**src/rtl/mips_ctrl_pkg.sv**
```systemverilog
// Shared constants for the multicycle MIPS control path: state encodings,
// opcodes, ALU_op codes (also used by ALUcontrol) and datapath mux selects.
package mips_ctrl_pkg;

    typedef logic [3:0] state_t;

    localparam state_t ST_FETCH  = 4'd0;
    localparam state_t ST_DECODE = 4'd1;
    localparam state_t ST_MEMADR = 4'd2;
    localparam state_t ST_MEMRD  = 4'd3;
    localparam state_t ST_MEMWB  = 4'd4;
    localparam state_t ST_MEMWR  = 4'd5;
    localparam state_t ST_EXEC   = 4'd6;
    localparam state_t ST_ALUWB  = 4'd7;
    localparam state_t ST_BRANCH = 4'd8;
    localparam state_t ST_ADDIEX = 4'd9;
    localparam state_t ST_IWB    = 4'd10;
    localparam state_t ST_JUMP   = 4'd11;
    localparam state_t ST_ANDIEX = 4'd12;

    typedef enum logic [1:0] {
        ALU_ADD   = 2'b00,
        ALU_SUB   = 2'b01,
        ALU_FUNCT = 2'b10,
        ALU_AND   = 2'b11
    } alu_op_e;

    localparam logic [1:0] SRCB_REG     = 2'b00;
    localparam logic [1:0] SRCB_FOUR    = 2'b01;
    localparam logic [1:0] SRCB_IMM     = 2'b10;
    localparam logic [1:0] SRCB_IMM_SH2 = 2'b11;

    localparam logic [1:0] PCSRC_ALU    = 2'b00;
    localparam logic [1:0] PCSRC_ALUOUT = 2'b01;
    localparam logic [1:0] PCSRC_JUMP   = 2'b10;

    localparam logic [5:0] OP_RTYPE = 6'b000000;
    localparam logic [5:0] OP_LW    = 6'b100011;
    localparam logic [5:0] OP_SW    = 6'b101011;
    localparam logic [5:0] OP_BEQ   = 6'b000100;
    localparam logic [5:0] OP_ADDI  = 6'b001000;
    localparam logic [5:0] OP_ANDI  = 6'b001100;
    localparam logic [5:0] OP_J     = 6'b000010;

    function automatic logic opcode_legal(input logic [5:0] op);
        return (op == OP_RTYPE) || (op == OP_LW) || (op == OP_SW) ||
               (op == OP_BEQ) || (op == OP_ADDI) || (op == OP_ANDI) ||
               (op == OP_J);
    endfunction

endpackage

```
**src/rtl/ctrl_output_decode.sv**
```systemverilog
// Combinational map from FSM state (plus mem_ready in FETCH) to every
// datapath control line; unlisted signals default to 0.
module ctrl_output_decode
    import mips_ctrl_pkg::*;
(
    input  logic [3:0] state_i,
    input  logic       mem_ready_i,
    output logic [1:0] alu_op_o,
    output logic       alu_src_a_o,
    output logic [1:0] alu_src_b_o,
    output logic [1:0] pc_src_o,
    output logic       pc_write_o,
    output logic       pc_write_cond_o,
    output logic       i_or_d_o,
    output logic       mem_read_o,
    output logic       mem_write_o,
    output logic       ir_write_o,
    output logic       reg_dst_o,
    output logic       mem_to_reg_o,
    output logic       reg_write_o
);

    always_comb begin
        alu_op_o        = ALU_ADD;
        alu_src_a_o     = 1'b0;
        alu_src_b_o     = SRCB_REG;
        pc_src_o        = PCSRC_ALU;
        pc_write_o      = 1'b0;
        pc_write_cond_o = 1'b0;
        i_or_d_o        = 1'b0;
        mem_read_o      = 1'b0;
        mem_write_o     = 1'b0;
        ir_write_o      = 1'b0;
        reg_dst_o       = 1'b0;
        mem_to_reg_o    = 1'b0;
        reg_write_o     = 1'b0;
        case (state_i)
            ST_FETCH: begin
                mem_read_o  = 1'b1;
                alu_src_b_o = SRCB_FOUR;
                // IR and PC+4 commit only in the cycle memory delivers the word
                ir_write_o  = mem_ready_i;
                pc_write_o  = mem_ready_i;
            end
            ST_DECODE: alu_src_b_o = SRCB_IMM_SH2;
            ST_MEMADR, ST_ADDIEX: begin
                alu_src_a_o = 1'b1;
                alu_src_b_o = SRCB_IMM;
            end
            ST_ANDIEX: begin
                alu_src_a_o = 1'b1;
                alu_src_b_o = SRCB_IMM;
                alu_op_o    = ALU_AND;
            end
            ST_MEMRD: begin
                mem_read_o = 1'b1;
                i_or_d_o   = 1'b1;
            end
            ST_MEMWR: begin
                mem_write_o = 1'b1;
                i_or_d_o    = 1'b1;
            end
            ST_MEMWB: begin
                mem_to_reg_o = 1'b1;
                reg_write_o  = 1'b1;
            end
            ST_EXEC: begin
                alu_src_a_o = 1'b1;
                alu_op_o    = ALU_FUNCT;
            end
            ST_ALUWB: begin
                reg_dst_o   = 1'b1;
                reg_write_o = 1'b1;
            end
            ST_IWB: reg_write_o = 1'b1;
            ST_BRANCH: begin
                alu_src_a_o     = 1'b1;
                alu_op_o        = ALU_SUB;
                pc_src_o        = PCSRC_ALUOUT;
                pc_write_cond_o = 1'b1;
            end
            ST_JUMP: begin
                pc_src_o   = PCSRC_JUMP;
                pc_write_o = 1'b1;
            end
            default: ;
        endcase
    end

endmodule

```
**src/rtl/multicycle_control.sv**
```systemverilog
// Main control FSM of the multicycle MIPS datapath: state register, opcode
// latch and next-state logic; control lines come from ctrl_output_decode.
//
//   state  | meaning
//   FETCH  | read instruction at PC, PC+4 when mem_ready
//   DECODE | latch opcode, precompute branch target, dispatch
//   MEMADR | compute lw/sw effective address
//   MEMRD  | data read, wait for mem_ready
//   MEMWB  | write MDR to rt
//   MEMWR  | data write, wait for mem_ready
//   EXEC   | R-type ALU operation
//   ALUWB  | write ALUOut to rd
//   BRANCH | beq compare and conditional PC load
//   ADDIEX | addi ALU operation
//   IWB    | write ALUOut to rt
//   JUMP   | load jump target
//   ANDIEX | andi ALU operation
module multicycle_control
    import mips_ctrl_pkg::*;
(
    input  logic       clk,
    input  logic       reset,
    input  logic [5:0] opcode,
    input  logic       mem_ready,
    output logic [1:0] ALU_op,
    output logic       ALU_src_A,
    output logic [1:0] ALU_src_B,
    output logic [1:0] PC_src,
    output logic       PC_write,
    output logic       PC_write_cond,
    output logic       I_or_D,
    output logic       mem_read,
    output logic       mem_write,
    output logic       IR_write,
    output logic       reg_dst,
    output logic       mem_to_reg,
    output logic       reg_write,
    output logic       illegal_op,
    output logic [3:0] state
);

    state_t     state_q, state_d;
    logic [5:0] opcode_q, opcode_d;

    logic [1:0] dec_alu_op, dec_alu_src_b, dec_pc_src;
    logic       dec_alu_src_a, dec_pc_write, dec_pc_write_cond, dec_i_or_d;
    logic       dec_mem_read, dec_mem_write, dec_ir_write;
    logic       dec_reg_dst, dec_mem_to_reg, dec_reg_write;

    always_ff @(posedge clk or posedge reset) begin
        if (reset) begin
            state_q  <= ST_FETCH;
            opcode_q <= 6'd0;
        end else begin
            state_q  <= state_d;
            opcode_q <= opcode_d;
        end
    end

    assign opcode_d = (state_q == ST_DECODE) ? opcode : opcode_q;

    always_comb begin
        state_d = ST_FETCH;
        case (state_q)
            ST_FETCH: state_d = mem_ready ? ST_DECODE : ST_FETCH;
            ST_DECODE: begin
                case (opcode)
                    OP_RTYPE:     state_d = ST_EXEC;
                    OP_LW, OP_SW: state_d = ST_MEMADR;
                    OP_BEQ:       state_d = ST_BRANCH;
                    OP_ADDI:      state_d = ST_ADDIEX;
                    OP_ANDI:      state_d = ST_ANDIEX;
                    OP_J:         state_d = ST_JUMP;
                    default:      state_d = ST_FETCH;
                endcase
            end
            ST_MEMADR: state_d = (opcode_q == OP_SW) ? ST_MEMWR : ST_MEMRD;
            ST_MEMRD:  state_d = mem_ready ? ST_MEMWB : ST_MEMRD;
            ST_MEMWR:  state_d = mem_ready ? ST_FETCH : ST_MEMWR;
            ST_EXEC:   state_d = ST_ALUWB;
            ST_ADDIEX, ST_ANDIEX: state_d = ST_IWB;
            default:   state_d = ST_FETCH;
        endcase
    end

    ctrl_output_decode u_decode (
        .state_i         (state_q),
        .mem_ready_i     (mem_ready),
        .alu_op_o        (dec_alu_op),
        .alu_src_a_o     (dec_alu_src_a),
        .alu_src_b_o     (dec_alu_src_b),
        .pc_src_o        (dec_pc_src),
        .pc_write_o      (dec_pc_write),
        .pc_write_cond_o (dec_pc_write_cond),
        .i_or_d_o        (dec_i_or_d),
        .mem_read_o      (dec_mem_read),
        .mem_write_o     (dec_mem_write),
        .ir_write_o      (dec_ir_write),
        .reg_dst_o       (dec_reg_dst),
        .mem_to_reg_o    (dec_mem_to_reg),
        .reg_write_o     (dec_reg_write)
    );

    // Reset blanks every control line combinationally, not just at the next edge
    assign ALU_op        = dec_alu_op & {2{~reset}};
    assign ALU_src_A     = dec_alu_src_a & ~reset;
    assign ALU_src_B     = dec_alu_src_b & {2{~reset}};
    assign PC_src        = dec_pc_src & {2{~reset}};
    assign PC_write      = dec_pc_write & ~reset;
    assign PC_write_cond = dec_pc_write_cond & ~reset;
    assign I_or_D        = dec_i_or_d & ~reset;
    assign mem_read      = dec_mem_read & ~reset;
    assign mem_write     = dec_mem_write & ~reset;
    assign IR_write      = dec_ir_write & ~reset;
    assign reg_dst       = dec_reg_dst & ~reset;
    assign mem_to_reg    = dec_mem_to_reg & ~reset;
    assign reg_write     = dec_reg_write & ~reset;
    assign illegal_op    = ~reset && (state_q == ST_DECODE) && !opcode_legal(opcode);
    assign state         = state_q;

endmodule

```
**config.mk**
```make
export PLATFORM = sky130hd
export DESIGN_NAME = multicycle_control
export DESIGN_NICKNAME = d
export VERILOG_FILES = /design/src/rtl/mips_ctrl_pkg.sv /design/src/rtl/ctrl_output_decode.sv /design/src/rtl/multicycle_control.sv
export SDC_FILE = /design/constraint.sdc
export NUM_CORES = 1
export LEC_CHECK = 0
export BUFFER_PORTS_ARGS = -buffer_cell sky130_fd_sc_hd__buf_4
export CORE_MARGIN = 2
export CORE_UTILIZATION = 54
export CTS_CLUSTER_DIAMETER = 150
export DETAILED_ROUTE_END_ITERATION = 10
export PLACE_DENSITY = 0.86
export SYNTH_ARGS = -nofsm -noshare
export SYNTH_HDL_FRONTEND = slang
export SYNTH_HIERARCHICAL = 1
export SYNTH_SLANG_ARGS = --single-unit
```
**constraint.sdc**
```tcl
create_clock -name clk -period 3.3 [get_ports clk]
set_clock_uncertainty 0.15 [all_clocks]
set_input_delay 0.66 -clock clk [delete_from_list [all_inputs] [get_ports clk]]
set_output_delay 0.66 -clock clk [all_outputs]
set_load 0.005 [all_outputs]
```
==> results.md, run 1 <==
- Static Leakage: 0.5148 nW
- CTS tree: yes
- Standard cell area after detailed placement: 1174 sq um
- Syn nets: 125
- Reported max-cap violation count: 0
- Initial core utilization: 0.5714
- Cts-stage hold buffer count: 0
- Die Span X: 46.51 um
- Final critical-path share of the clock period: 0.8600
- R2r setup slk: 1.26 ns
- Fraction of power consumed by combinational cells: 0.490
- Net Sw Frac: 0.3829
- Count of buffers from port buffering: 29
- Avg Cell Area, Syn: 8.413 sq um
- Via count normalized by instance count: 5.800
- Endpoints failing hold: 0
- Number of enable-type register cells in the synthesized netlist: 0
- Most common library cell in the layout ignoring fill and taps: sky130_fd_sc_hd__buf_4
- Data arrival, critical path: 2.03 ns
- Number of optimization iterations in the first detailed-route pass: 4
- GRT Resource Usage Total: 0.2087
- Number of nets still failing antenna checks after routing: 0
- Syn Inst Count: 116
- Number of antenna violations at the first check in global routing: 0
- Maximum fanout count along the critical path: 27
- Root cell of the clock tree: sky130_fd_sc_hd__clkbuf_4
- Worst endpoint required time: 2.49 ns
- Num Clock Sinks: 10
- Clock network power share: 0.151
- Placed wire-length estimate: 1.504 mm
- Fraction of post-synthesis cell area in the top cell type by area: 0.2564
- Clock H-tree levels: 1
- Post-Syn Area: 975.9 sq um
- Total congestion overflow after global routing: 0
- Via count: 957
- Worst slack after detailed placement: 0.7557 ns
- Final count of negative-setup-slack endpoints: 0
- Buffers from clock root to sink, at most: 2
- Final min period: 2.838 ns
- Cts bufs inserted: 3
- Fmax: 352.3 MHz
- Row count: 15
- Vias in the first global route: 726
- Cell variety after synth: 37
- Number of nets in the layout: 150
- Clk pin slew, worst setup/hold paths: 0.08 ns
- Clock insertion delay at the later pin of the skew report: 0.28 ns
- Inserted Diodes: 0
- Internal power: 0.0004741 W
- Wire length of the first global-routing pass: 3.270 mm
- Commonest non-fill, non-tap cells in the layout: 30 x sky130_fd_sc_hd__buf_4, 19 x sky130_fd_sc_hd__nor2b_1, 10 x sky130_fd_sc_hd__dfrtp_1
- Core outline area: 1708 sq um
- DR WL/cell: 12.89 um
- Share of synthesized area occupied by flip-flops and latches: 0.2564
- Summed negative setup slack over all endpoints: 0 ns
- Final routed wirelength across all metal layers: 2.127 mm
- Total of warnings raised by yosys: 6
- Post-synth top area cell: sky130_fd_sc_hd__dfrtp_1
- Max_slew headroom: 0.5274
- Post-CTS Setup Repair Bufs: 0
- Die span in y: 46.51 um
- Overall die area: 2163 sq um
- RSZ-0062 raised after global routing: no
- Post-route design area: 1210 sq um
- Net Sw Power: 0.0002942 W
- Worst setup EP type: primary output
- Main area contributors after synthesis: sky130_fd_sc_hd__dfrtp_1 26%, sky130_fd_sc_hd__nor2b_1 12%, sky130_fd_sc_hd__mux2_2 6.9%
- Violation count after the first detailed-routing iteration: 23
- Critical path startpoint category: flip-flop
- Transition time of the tightest slew-check pin: 0.7089 ns
- Worst Hold Slack: 0.2868 ns
- Cells on worst reg2reg path: 4
- Reg-to-Reg End: state[1]
- Area overhead of the layout relative to synthesis: 23.97%
- Launching point of the worst reg2reg path: state[1]
- Count of final max-slew check failures: 0
- Synthesis-stage register bit count: 10
- Total power divided by cell area: 634.9 nW/um^2
- Share of final-layout standard cells stronger than drive strength 1: 0.2929
- Status: complete, no violations
- RePlAce Congestion: 0.8758
- Top flip-flop cell by instance count after synthesis: sky130_fd_sc_hd__dfrtp_1
- Drc violations: 0
- Share of flip-flops with an asynchronous set or reset after synthesis: 1.000
- Part of the power in registers: 0.358
- Largest net degree at the start of global routing: 28
- Type of the setup path with the least slack: flip-flop to primary output
- Hold Crit Class: primary input to async pin
- I/O pins: 30
- IR drop worst, VDD: 0.4950 mV
- Final worst-path setup slack: 0.4619 ns
- Quantity of gates resized following cts: 0
[power groups by stage]
stage                     logic, W  registers [W]  clock network, W
after detailed placement  0.000375       0.000276                 0
after floorplan           0.000326       0.000219                 0
after CTS                 0.000378       0.000273          0.000117
after global routing      0.000416       0.000290          0.000124
after global placement    0.000367       0.000269                 0
final                     0.000376       0.000275          0.000116
[synthesized netlist by cell type (4+ instances only)]
master                    number
sky130_fd_sc_hd__o21ai_0       5
sky130_fd_sc_hd__nor3b_1       6
sky130_fd_sc_hd__nand3_1       5
sky130_fd_sc_hd__nand2_1       5
sky130_fd_sc_hd__nor3_1        6
sky130_fd_sc_hd__mux2_2        6
sky130_fd_sc_hd__nor2b_1      19
sky130_fd_sc_hd__dfrtp_1      10
sky130_fd_sc_hd__buf_2         5
sky130_fd_sc_hd__xor2_1        4
[worst max path at each step]
| stage | startpoint | endpoint | slack (ns) | depth (start not counted) |
|---|---|---|---|---|
| finish | state[0] | illegal_op | 0.46 | 3 |
| floorplan | mem_ready | PC_write | 1.15 | 3 |
| detailed placement | state[0] | illegal_op | 0.76 | 3 |
| CTS | state[0] | illegal_op | 0.45 | 3 |
| global placement | state[0] | illegal_op | 0.83 | 3 |
| global route | state[0] | illegal_op | 0.26 | 3 |
[sequential cells by signal (all words and copies together), names as in the netlist]
signal    cells
state         4
opcode_q      6
[layer usage]
metal / GRT usage / vias to the layer above / share of wire
met5: 0 / - / 0
met4: 0.1029 / 0 / 0.020
met3: 0.02353 / 7 / 0.061
met2: 0.3083 / 49 / 0.47
met1: 0.2969 / 429 / 0.45
li1: - / 472 / -
[critical path: stages (launching register included)]
cell and delay [ns]:
sky130_fd_sc_hd__dfrtp_1 0.79, sky130_fd_sc_hd__nor4b_4 0.58, sky130_fd_sc_hd__and4_1 0.28, sky130_fd_sc_hd__buf_4 0.11
[logic make-up (layout without fill, tap and decap cells)]
family	Yosys count	after routing	share of synthesized area
compound gates	15	15	0.1000
xor+xnor	7	7	0.06282
buf+inv	11	35	0.06409
flops	10	10	0.2564
mux	6	6	0.06923
simple gates	67	67	0.4474
[per-stage QoR]
stage,util,total power (W),instances
floorplan,-,0.0005448,116
CTS,0.7084,0.0007679,165
global placement,0.6872,0.0006353,161
detailed placement,0.6872,0.0006513,161
finish,0.7084,0.0007682,165
global route,0.7084,0.0008293,165
[final cells by class]
cell class | count | area, sq um
Clock buffer | 4 | 36.28
Fill cell | 134 | 498.0
Inverter | 1 | 3.754
Multi-Input combinational cell | 95 | 663.1
Sequential cell | 10 | 250.2
Tap cell | 25 | 31.28
Timing Repair Buffer | 30 | 225.2
Power figures use the tool's default switching activity.
==> run 2, diff against run 1 <==
--- a/config.mk
+++ b/config.mk
@@ -5,12 +5,13 @@
 export SDC_FILE = /design/constraint.sdc
 export NUM_CORES = 1
 export LEC_CHECK = 0
+export ABC_AREA = 1
 export BUFFER_PORTS_ARGS = -buffer_cell sky130_fd_sc_hd__buf_4
 export CORE_MARGIN = 2
-export CORE_UTILIZATION = 54
+export CORE_UTILIZATION = 45
 export CTS_CLUSTER_DIAMETER = 150
 export DETAILED_ROUTE_END_ITERATION = 10
-export PLACE_DENSITY = 0.86
+export PLACE_DENSITY = 0.77
 export SYNTH_ARGS = -nofsm -noshare
 export SYNTH_HDL_FRONTEND = slang
 export SYNTH_HIERARCHICAL = 1
==> constraint.sdc (replaced) <==
create_clock -name clk -period 2.4 [get_ports clk]
set_clock_uncertainty 0.15 [all_clocks]
set_input_delay 0.48 -clock clk [delete_from_list [all_inputs] [get_ports clk]]
set_output_delay 0.48 -clock clk [all_outputs]
set_load 0.1 [all_outputs]
==> results.md, run 2 <==
- Vias in the first global route: 966 (+33%)
- Net Sw Power: 0.0009475 W (+220%)
- Share of synthesized area occupied by flip-flops and latches: 0.2587 (+0.002322)
- Total congestion overflow after global routing: 0 (unchanged)
- Synthesis-stage register bit count: 10 (unchanged)
- Clock network power share: 0.094 (-0.057)
- Most common library cell in the layout ignoring fill and taps: sky130_fd_sc_hd__nand2_1
- Number of filler cells placed in the layout: 187 (+40%)
- Net Sw Frac: 0.6119 (+0.2289)
- Clock insertion delay at the later pin of the skew report: 0.26 ns (-0.02 ns)
- Final min period: 2.294 ns
- Critical path startpoint category: flip-flop
- Total power divided by cell area: 1112 nW/um^2 (+75%)
- Worst path buffer plus inverter count: 3 (+2)
- DR WL/cell: 10.16 um (-21%)
- Type of the setup path with the least slack: flip-flop to primary output
- Cell variety after synth: 20 (-46%)
- Flip-flop count of the largest register after layout: 6 (unchanged)
- Final count of negative-setup-slack endpoints: 0 (unchanged)
- Worst setup EP type: primary output
- Cts bufs inserted: 3 (unchanged)
- RePlAce Congestion: 0.8621 (-1.6%)
- Register bank with the most flops: opcode_q
- Root cell of the clock tree: sky130_fd_sc_hd__clkbuf_4
- Share of flip-flops with an asynchronous set or reset after synthesis: 1.000 (unchanged)
- Syn Inst Count: 176 (+52%)
- Inserted Diodes: 0 (unchanged)
- Final routed wirelength across all metal layers: 2.357 mm (+11%)
- Via count normalized by instance count: 4.733 (-18%)
- Hold Crit Class: primary input to async pin
- Number of nets in the layout: 215 (+43%)
- Area overhead of the layout relative to synthesis: 43.98%
- Placed wire-length estimate: 1.884 mm (+25%)
- Die span in y: 50.36 um (+8.3%)
- List of cells traversed by the critical path: nor2_2, inv_1, o21ai_1, inv_1, nor2_4, buf_4
- Total of warnings raised by yosys: 6 (unchanged)
- Clk pin slew, worst setup/hold paths: 0.06 ns (-0.02 ns)
- Post-route design area: 1393 sq um (+15%)
- Number of optimization iterations in the first detailed-route pass: 4 (unchanged)
- Post-CTS Setup Repair Bufs: 0 (unchanged)
- GRT Resource Usage Total: 0.2119 (+0.003282)
- Via count: 1098 (+15%)
- Avg Cell Area, Syn: 5.495 sq um (-35%)
- Most frequent cell after synthesis: sky130_fd_sc_hd__nand2_1
- Initial core utilization: 0.4831 (-0.08830)
- Row count: 16 (+1)
- Standard cell area after detailed placement: 1324 sq um (+13%)
- Main area contributors after synthesis: sky130_fd_sc_hd__dfrtp_1 26%, sky130_fd_sc_hd__nand2_1 16%, sky130_fd_sc_hd__nor2_1 16%
- Endpoints failing hold: 0 (unchanged)
- Total area of multi-input combinational cells: 653.1 sq um (-1.5%)
- Worst endpoint required time: 1.77 ns (-0.72 ns)
- Number of antenna violations at the first check in global routing: 0 (unchanged)
- Most common library cells after synthesis: 42 x sky130_fd_sc_hd__nand2_1, 40 x sky130_fd_sc_hd__nor2_1, 38 x sky130_fd_sc_hd__inv_1
- Drc violations: 0 (unchanged)
- IR drop worst, VDD: 0.6531 mV (+32%)
- Largest incremental delay on the critical path: 0.55 ns (-0.24 ns)
- Internal power: 0.0006011 W (+27%)
- Wire length of the first global-routing pass: 4.084 mm (+25%)
- Library cell contributing the largest single delay on the critical path: sky130_fd_sc_hd__dfrtp_4
- Number of enable-type register cells in the synthesized netlist: 0 (unchanged)
- Cell Count Post-Placement: 228 (+42%)
- CTS tree: yes
- Largest net degree at the start of global routing: 19 (-32%)
- Kind of cell adding the most delay to the critical path: flip-flops
- Register area: 265.3 sq um (+6.0%)
- Static Leakage: 0.7528 nW (+46%)
- Fraction of power consumed by combinational cells: 0.682 (+0.192)
- Buffers from clock root to sink, at most: 2 (unchanged)
- Count of final max-slew check failures: 0 (unchanged)
- Number of nets still failing antenna checks after routing: 0 (unchanged)
- Overall die area: 2536 sq um (+17%)
- Status: complete, no violations
- Core outline area: 2002 sq um (+17%)
- Transition time of the tightest slew-check pin: 0.4521 ns (-0.2569 ns)
- Final instance count without filler cells: 232 (+41%)
- Commonest non-fill, non-tap cells in the layout: 42 x sky130_fd_sc_hd__nand2_1, 38 x sky130_fd_sc_hd__inv_1, 24 x sky130_fd_sc_hd__buf_4
- Fraction of post-synthesis cell area in the top cell type by area: 0.2587 (+0.002322)
- Violation count after the first detailed-routing iteration: 33 (+43%)
- Max_slew headroom: 0.6986 (+0.1712)
- Share of final-layout standard cells stronger than drive strength 1: 0.3317 (+0.03885)
- Maximum fanout count along the critical path: 10 (-63%)
- Fmax: 435.8 MHz
- Count of buffers from port buffering: 29 (unchanged)
- Post-synth top area cell: sky130_fd_sc_hd__dfrtp_1
- Part of the power in registers: 0.224 (-0.134)
- Post-Syn Area: 967.2 sq um (-0.90%)
- I/O pins: 30 (unchanged)
- Clock H-tree levels: 1 (unchanged)
- Num Clock Sinks: 10 (unchanged)
- Syn nets: 185 (+48%)
- Reported max-cap violation count: 0 (unchanged)
- Die Span X: 50.36 um (+8.3%)
- Cell mode on critical path: sky130_fd_sc_hd__inv_1
- Data arrival, critical path: 1.66 ns (-0.37 ns)
- Final critical-path share of the clock period: 0.9560
- Top flip-flop cell by instance count after synthesis: sky130_fd_sc_hd__dfrtp_1
==> run 2: cell count changes after synthesis, sizes merged, moves of 6 or more <==
cell   change
inv       +42
nor2      +41
nand2     +39
nor2b     -19
nand3      +8
mux2       -6
nor3b      -6
==> run 2: worst reg2reg max path, stage by stage (launching register included) <==
cell	delay, ns
sky130_fd_sc_hd__dfrtp_4	0.54
sky130_fd_sc_hd__inv_4	0.10
sky130_fd_sc_hd__nor2_4	0.04
sky130_fd_sc_hd__nand2_2	0.22
sky130_fd_sc_hd__inv_1	0.16
sky130_fd_sc_hd__nand2_1	0.11
sky130_fd_sc_hd__nand3b_1	0.07
==> run 2: metrics by stage <==
step,total power (W),worst slack [ns],hold slack [ns],utilization,setup TNS (ns)
after floorplan,0.001204,-0.07113,0.2992,-,-0.1581
after global routing,0.001667,-0.007612,0.2956,0.6956,-0.007612
after global placement,0.001350,0.3341,0.3116,0.6613,0
final,0.001549,0.1056,0.2597,0.6956,0
after CTS,0.001525,0.04083,0.2608,0.6794,0
after detailed placement,0.001373,0.3363,0.3177,0.6613,0
==> run 2: worst paths after layout <==
| path | cells past startpoint | startpoint | to | slack (ns) |
|---|---|---|---|---|
| max | 6 | state[3] | I_or_D | 0.11 |
| min | 2 | reset | opcode_q[0] | 0.26 |
| max reg2reg | 6 | state[0] | state[2] | 0.88 |
| min reg2reg | 2 | opcode_q[5] | opcode_q[5] | 0.34 |
| max in group asynchronous | 2 | reset | state[0] | 1.54 |
| min in group clk | 3 | opcode[5] | opcode_q[5] | 0.29 |
==> run 2: timing repair <==
action	4_1_cts	5_1_grt
setup endpoints to repair	0	9
hold buffers	0	0
resized for setup	0	9
==> run 2: area by class of cell <==
| cell class | count | area share |
|---|---|---|
| multi-input combinational | 119 | 0.4690 |
| sequential | 10 | 0.1905 |
| timing repair buffer | 29 | 0.1725 |
| inverter | 43 | 0.1177 |
| clock buffer | 4 | 0.02606 |
| tap | 27 | 0.02426 |
==> run 2: metal layers <==
| metal | up-vias | GRT usage | part of all wire | wire length [um] |
|---|---|---|---|---|
| met4 | 0 | 0.07658 | 0.0081 | 19 |
| met2 | 41 | 0.3268 | 0.46 | 1093 |
| met3 | 2 | 0.03869 | 0.070 | 164 |
| li1 | 582 | - | - | - |
| met5 | - | 0 | 0 | 0 |
| met1 | 473 | 0.2959 | 0.46 | 1078 |
==> run 2: kinds of logic after synthesis <==
kind of cell    Yosys count  synth area share
compound gates           10           0.05304
simple gates            109            0.4916
flops                    10            0.2587
buf+inv                  47            0.1966
==> run 2: power groups by stage <==
stage | clock [W] | sequential [W] | combinational (W)
2_1_floorplan | 0 | 0.000452 | 0.000752
3_3_place_gp | 0 | 0.000339 | 0.00101
3_5_place_dp | 0 | 0.000344 | 0.00103
4_1_cts | 0.000152 | 0.000341 | 0.00103
5_1_grt | 0.000159 | 0.000361 | 0.00115
6_report | 0.000146 | 0.000346 | 0.00106
==> run 3, diff against run 2 <==
--- a/config.mk
+++ b/config.mk
@@ -6,11 +6,14 @@
 export NUM_CORES = 1
 export LEC_CHECK = 0
 export ABC_AREA = 1
-export BUFFER_PORTS_ARGS = -buffer_cell sky130_fd_sc_hd__buf_4
+export CELL_PAD_IN_SITES_DETAIL_PLACEMENT = 1
+export CELL_PAD_IN_SITES_GLOBAL_PLACEMENT = 2
+export CORE_ASPECT_RATIO = 0.5
 export CORE_MARGIN = 2
-export CORE_UTILIZATION = 45
+export CORE_UTILIZATION = 27
 export CTS_CLUSTER_DIAMETER = 150
 export DETAILED_ROUTE_END_ITERATION = 10
+export DONT_BUFFER_PORTS = 1
 export PLACE_DENSITY = 0.77
 export SYNTH_ARGS = -nofsm -noshare
 export SYNTH_HDL_FRONTEND = slang
==> results.md, run 3 (synthesis gave the netlist of run 2 again) <==
- Status: complete, no violations
- Flip-flop count of the largest register after layout: 6 (unchanged)
- Violation count after the first detailed-routing iteration: 19 (-42%)
- Cts bufs inserted: 3 (unchanged)
- Largest net degree at the start of global routing: 19 (unchanged)
- Maximum fanout count along the critical path: 10 (unchanged)
- Clk pin slew, worst setup/hold paths: 0.05 ns (about the same)
- Clock insertion delay at the later pin of the skew report: 0.24 ns (-0.02 ns)
- Max_slew headroom: 0.7304 (+0.03177)
- Core outline area: 3435 sq um (+72%)
- I/O pins: 30 (unchanged)
- Total congestion overflow after global routing: 0 (unchanged)
- Wire length of the first global-routing pass: 4.692 mm (+15%)
- Final critical-path share of the clock period: 0.9289 (-0.02707)
- Via count normalized by instance count: 4.313 (-8.9%)
- IR drop worst, VDD: 0.3756 mV (-42%)
- Overall die area: 4106 sq um (+62%)
- Root cell of the clock tree: sky130_fd_sc_hd__clkbuf_8
- Vias in the first global route: 1040 (+7.7%)
- Number of optimization iterations in the first detailed-route pass: 4 (unchanged)
- Endpoints failing hold: 0 (unchanged)
- Library cell contributing the largest single delay on the critical path: sky130_fd_sc_hd__dfrtp_4
- Total power divided by cell area: 1078 nW/um^2 (-3.1%)
- Buffers from clock root to sink, at most: 2 (unchanged)
- CTS tree: yes
- RSZ-0062 raised after global routing: no
- Critical path startpoint category: flip-flop
- Number of filler cells placed in the layout: 446 (+140%)
- Static Leakage: 0.7705 nW (+2.4%)
- Launching point of the worst reg2reg path: state[1]
- Post-CTS Setup Repair Bufs: 0 (unchanged)
- Worst Hold Path Cells: 2
- Worst setup EP type: primary output
- Transition time of the tightest slew-check pin: 0.4040 ns (-0.04810 ns)
- Share of final-layout standard cells stronger than drive strength 1: 0.2929 (-0.03878)
- Commonest non-fill, non-tap cells in the layout: 42 x sky130_fd_sc_hd__nand2_1, 38 x sky130_fd_sc_hd__inv_1, 24 x sky130_fd_sc_hd__nor2_1
- Worst endpoint required time: 1.77 ns (about the same)
- Register area: 265.3 sq um (unchanged)
- Worst min-delay path endpoint: opcode_q[5]
- Util after Layout: 0.4576 (-0.2381)
- RePlAce Congestion: 0.7951 (-7.8%)
- R2r setup slk: 0.83 ns (-0.05 ns)
- Initial core utilization: 0.2816 (-0.2015)
- Num Clock Sinks: 10 (unchanged)
- Critical path startpoint: state[0]
- Final count of negative-setup-slack endpoints: 0 (unchanged)
- Die span in y: 46.32 um (-8.0%)
- Fmax: 448.5 MHz (+2.9%)
- Placed wire-length estimate: 2.312 mm (+23%)
- Number of nets still failing antenna checks after routing: 0 (unchanged)
- Final routed wirelength across all metal layers: 2.724 mm (+16%)
- Clock H-tree levels: 1 (unchanged)
- Final min period: 2.229 ns (-0.06496 ns)
- Row count: 15 (-1)
- Area overhead of the layout relative to synthesis: 62.48%
- Number of antenna violations at the first check in global routing: 0 (unchanged)
- Data arrival, critical path: 1.60 ns (-0.06 ns)
- Drc violations: 0 (unchanged)
- Most common library cell in the layout ignoring fill and taps: sky130_fd_sc_hd__nand2_1
- Reg-to-Reg End: state[0]
- Count of buffers from port buffering: 0 (-100%)
- Hold Crit Class: primary input to flip-flop
- Startpoint of the tightest hold check path: opcode[5]
- DR WL/cell: 10.94 um (+7.7%)
- Reported max-cap violation count: 0 (unchanged)
- Inserted Diodes: 0 (unchanged)
- Largest incremental delay on the critical path: 0.54 ns (about the same)
- Type of the setup path with the least slack: flip-flop to primary output
- Die Span X: 88.64 um (+76%)
- Via count: 1074 (-2.2%)
- Count of final max-slew check failures: 0 (unchanged)
- Number of nets in the layout: 208 (-3.3%)
- GRT Resource Usage Total: 0.1510 (-0.06092)
- Cells on worst reg2reg path: 6 (unchanged)
- Summed negative setup slack over all endpoints: 0 ns (unchanged)
- List of cells traversed by the critical path: nor2_1, nand2_1, o22ai_1, inv_1, nor2_4, buf_12
- Total area of multi-input combinational cells: 643.1 sq um (-1.5%)
- Register bank with the most flops: opcode_q
[run 3: cell count changes in the layout (fill, tap and decap cells not counted), moves of 2 or more]
cell	before	now
sky130_fd_sc_hd__buf_6	4	0
sky130_fd_sc_hd__buf_4	24	4
sky130_fd_sc_hd__buf_12	0	17
sky130_fd_sc_hd__clkbuf_8	1	4
sky130_fd_sc_hd__clkbuf_4	3	0
sky130_fd_sc_hd__nor2_1	22	24
[run 3: worst max-delay path by stage]
stage / slack, ns / cells after the start / endpoint
2_1_floorplan: -0.07 / 3 / ALU_op[0]
3_3_place_gp: 0.46 / 6 / I_or_D
3_5_place_dp: 0.40 / 6 / PC_write
4_1_cts: 0.13 / 6 / PC_write
5_1_grt: 0.02 / 6 / I_or_D
6_report: 0.17 / 6 / PC_write
[run 3: metrics by stage]
step,cell area (sq um),cells,setup WS [ns],hold slack [ns],power (W)
2_1_floorplan,1101,176,-0.07113,0.2992,0.001204
3_3_place_gp,1506,244,0.4584,0.2136,0.001475
3_5_place_dp,1506,244,0.3986,0.2293,0.001499
4_1_cts,1572,249,0.1340,0.2031,0.001722
5_1_grt,1572,249,0.02209,0.2375,0.001815
6_report,1572,249,0.1706,0.2074,0.001694
[run 3: final cells by class]
class	count	area share
clock buffers	4	0.03503
inverters	43	0.1043
multi-input cells	119	0.4092
flip-flops and latches	10	0.1688
well taps	51	0.04061
repair buffers	22	0.2420
[run 3: report_power, final]
part	internal [W]	leakage [nW]	total (W)	switching, W
Sequential	0.000250	0.121	0.000331	0.0000808
Clock	0.000144	0.0288	0.000211	0.0000672
Combinational	0.000341	0.621	0.00115	0.000810
Total	0.000736	0.771	0.00169	0.000958
[run 3: worst max-delay path: cells and delay by family (launching register included)]
kind                   cells  cell delay (ns)
DFF                        1             0.54
and+or+nand+nor            3             0.42
buffers and inverters      2             0.27
AOI/OAI and AO/OA          1             0.13
[run 3: routing by layer]
layer | track usage | routed length (um) | vias up
met5 | 0 | 0 | -
met4 | 0.02727 | 19 | 0
met3 | 0.03943 | 113 | 3
met2 | 0.2701 | 1342 | 18
met1 | 0.1884 | 1248 | 485
li1 | - | - | 568
[run 3: repair_timing]
action / in CTS / in global routing
setup endpoints to repair: 0 / 0
resized for setup: 0 / 0
endpoints found under the hold margin: 10 / 0
hold buffers: 1 / 0
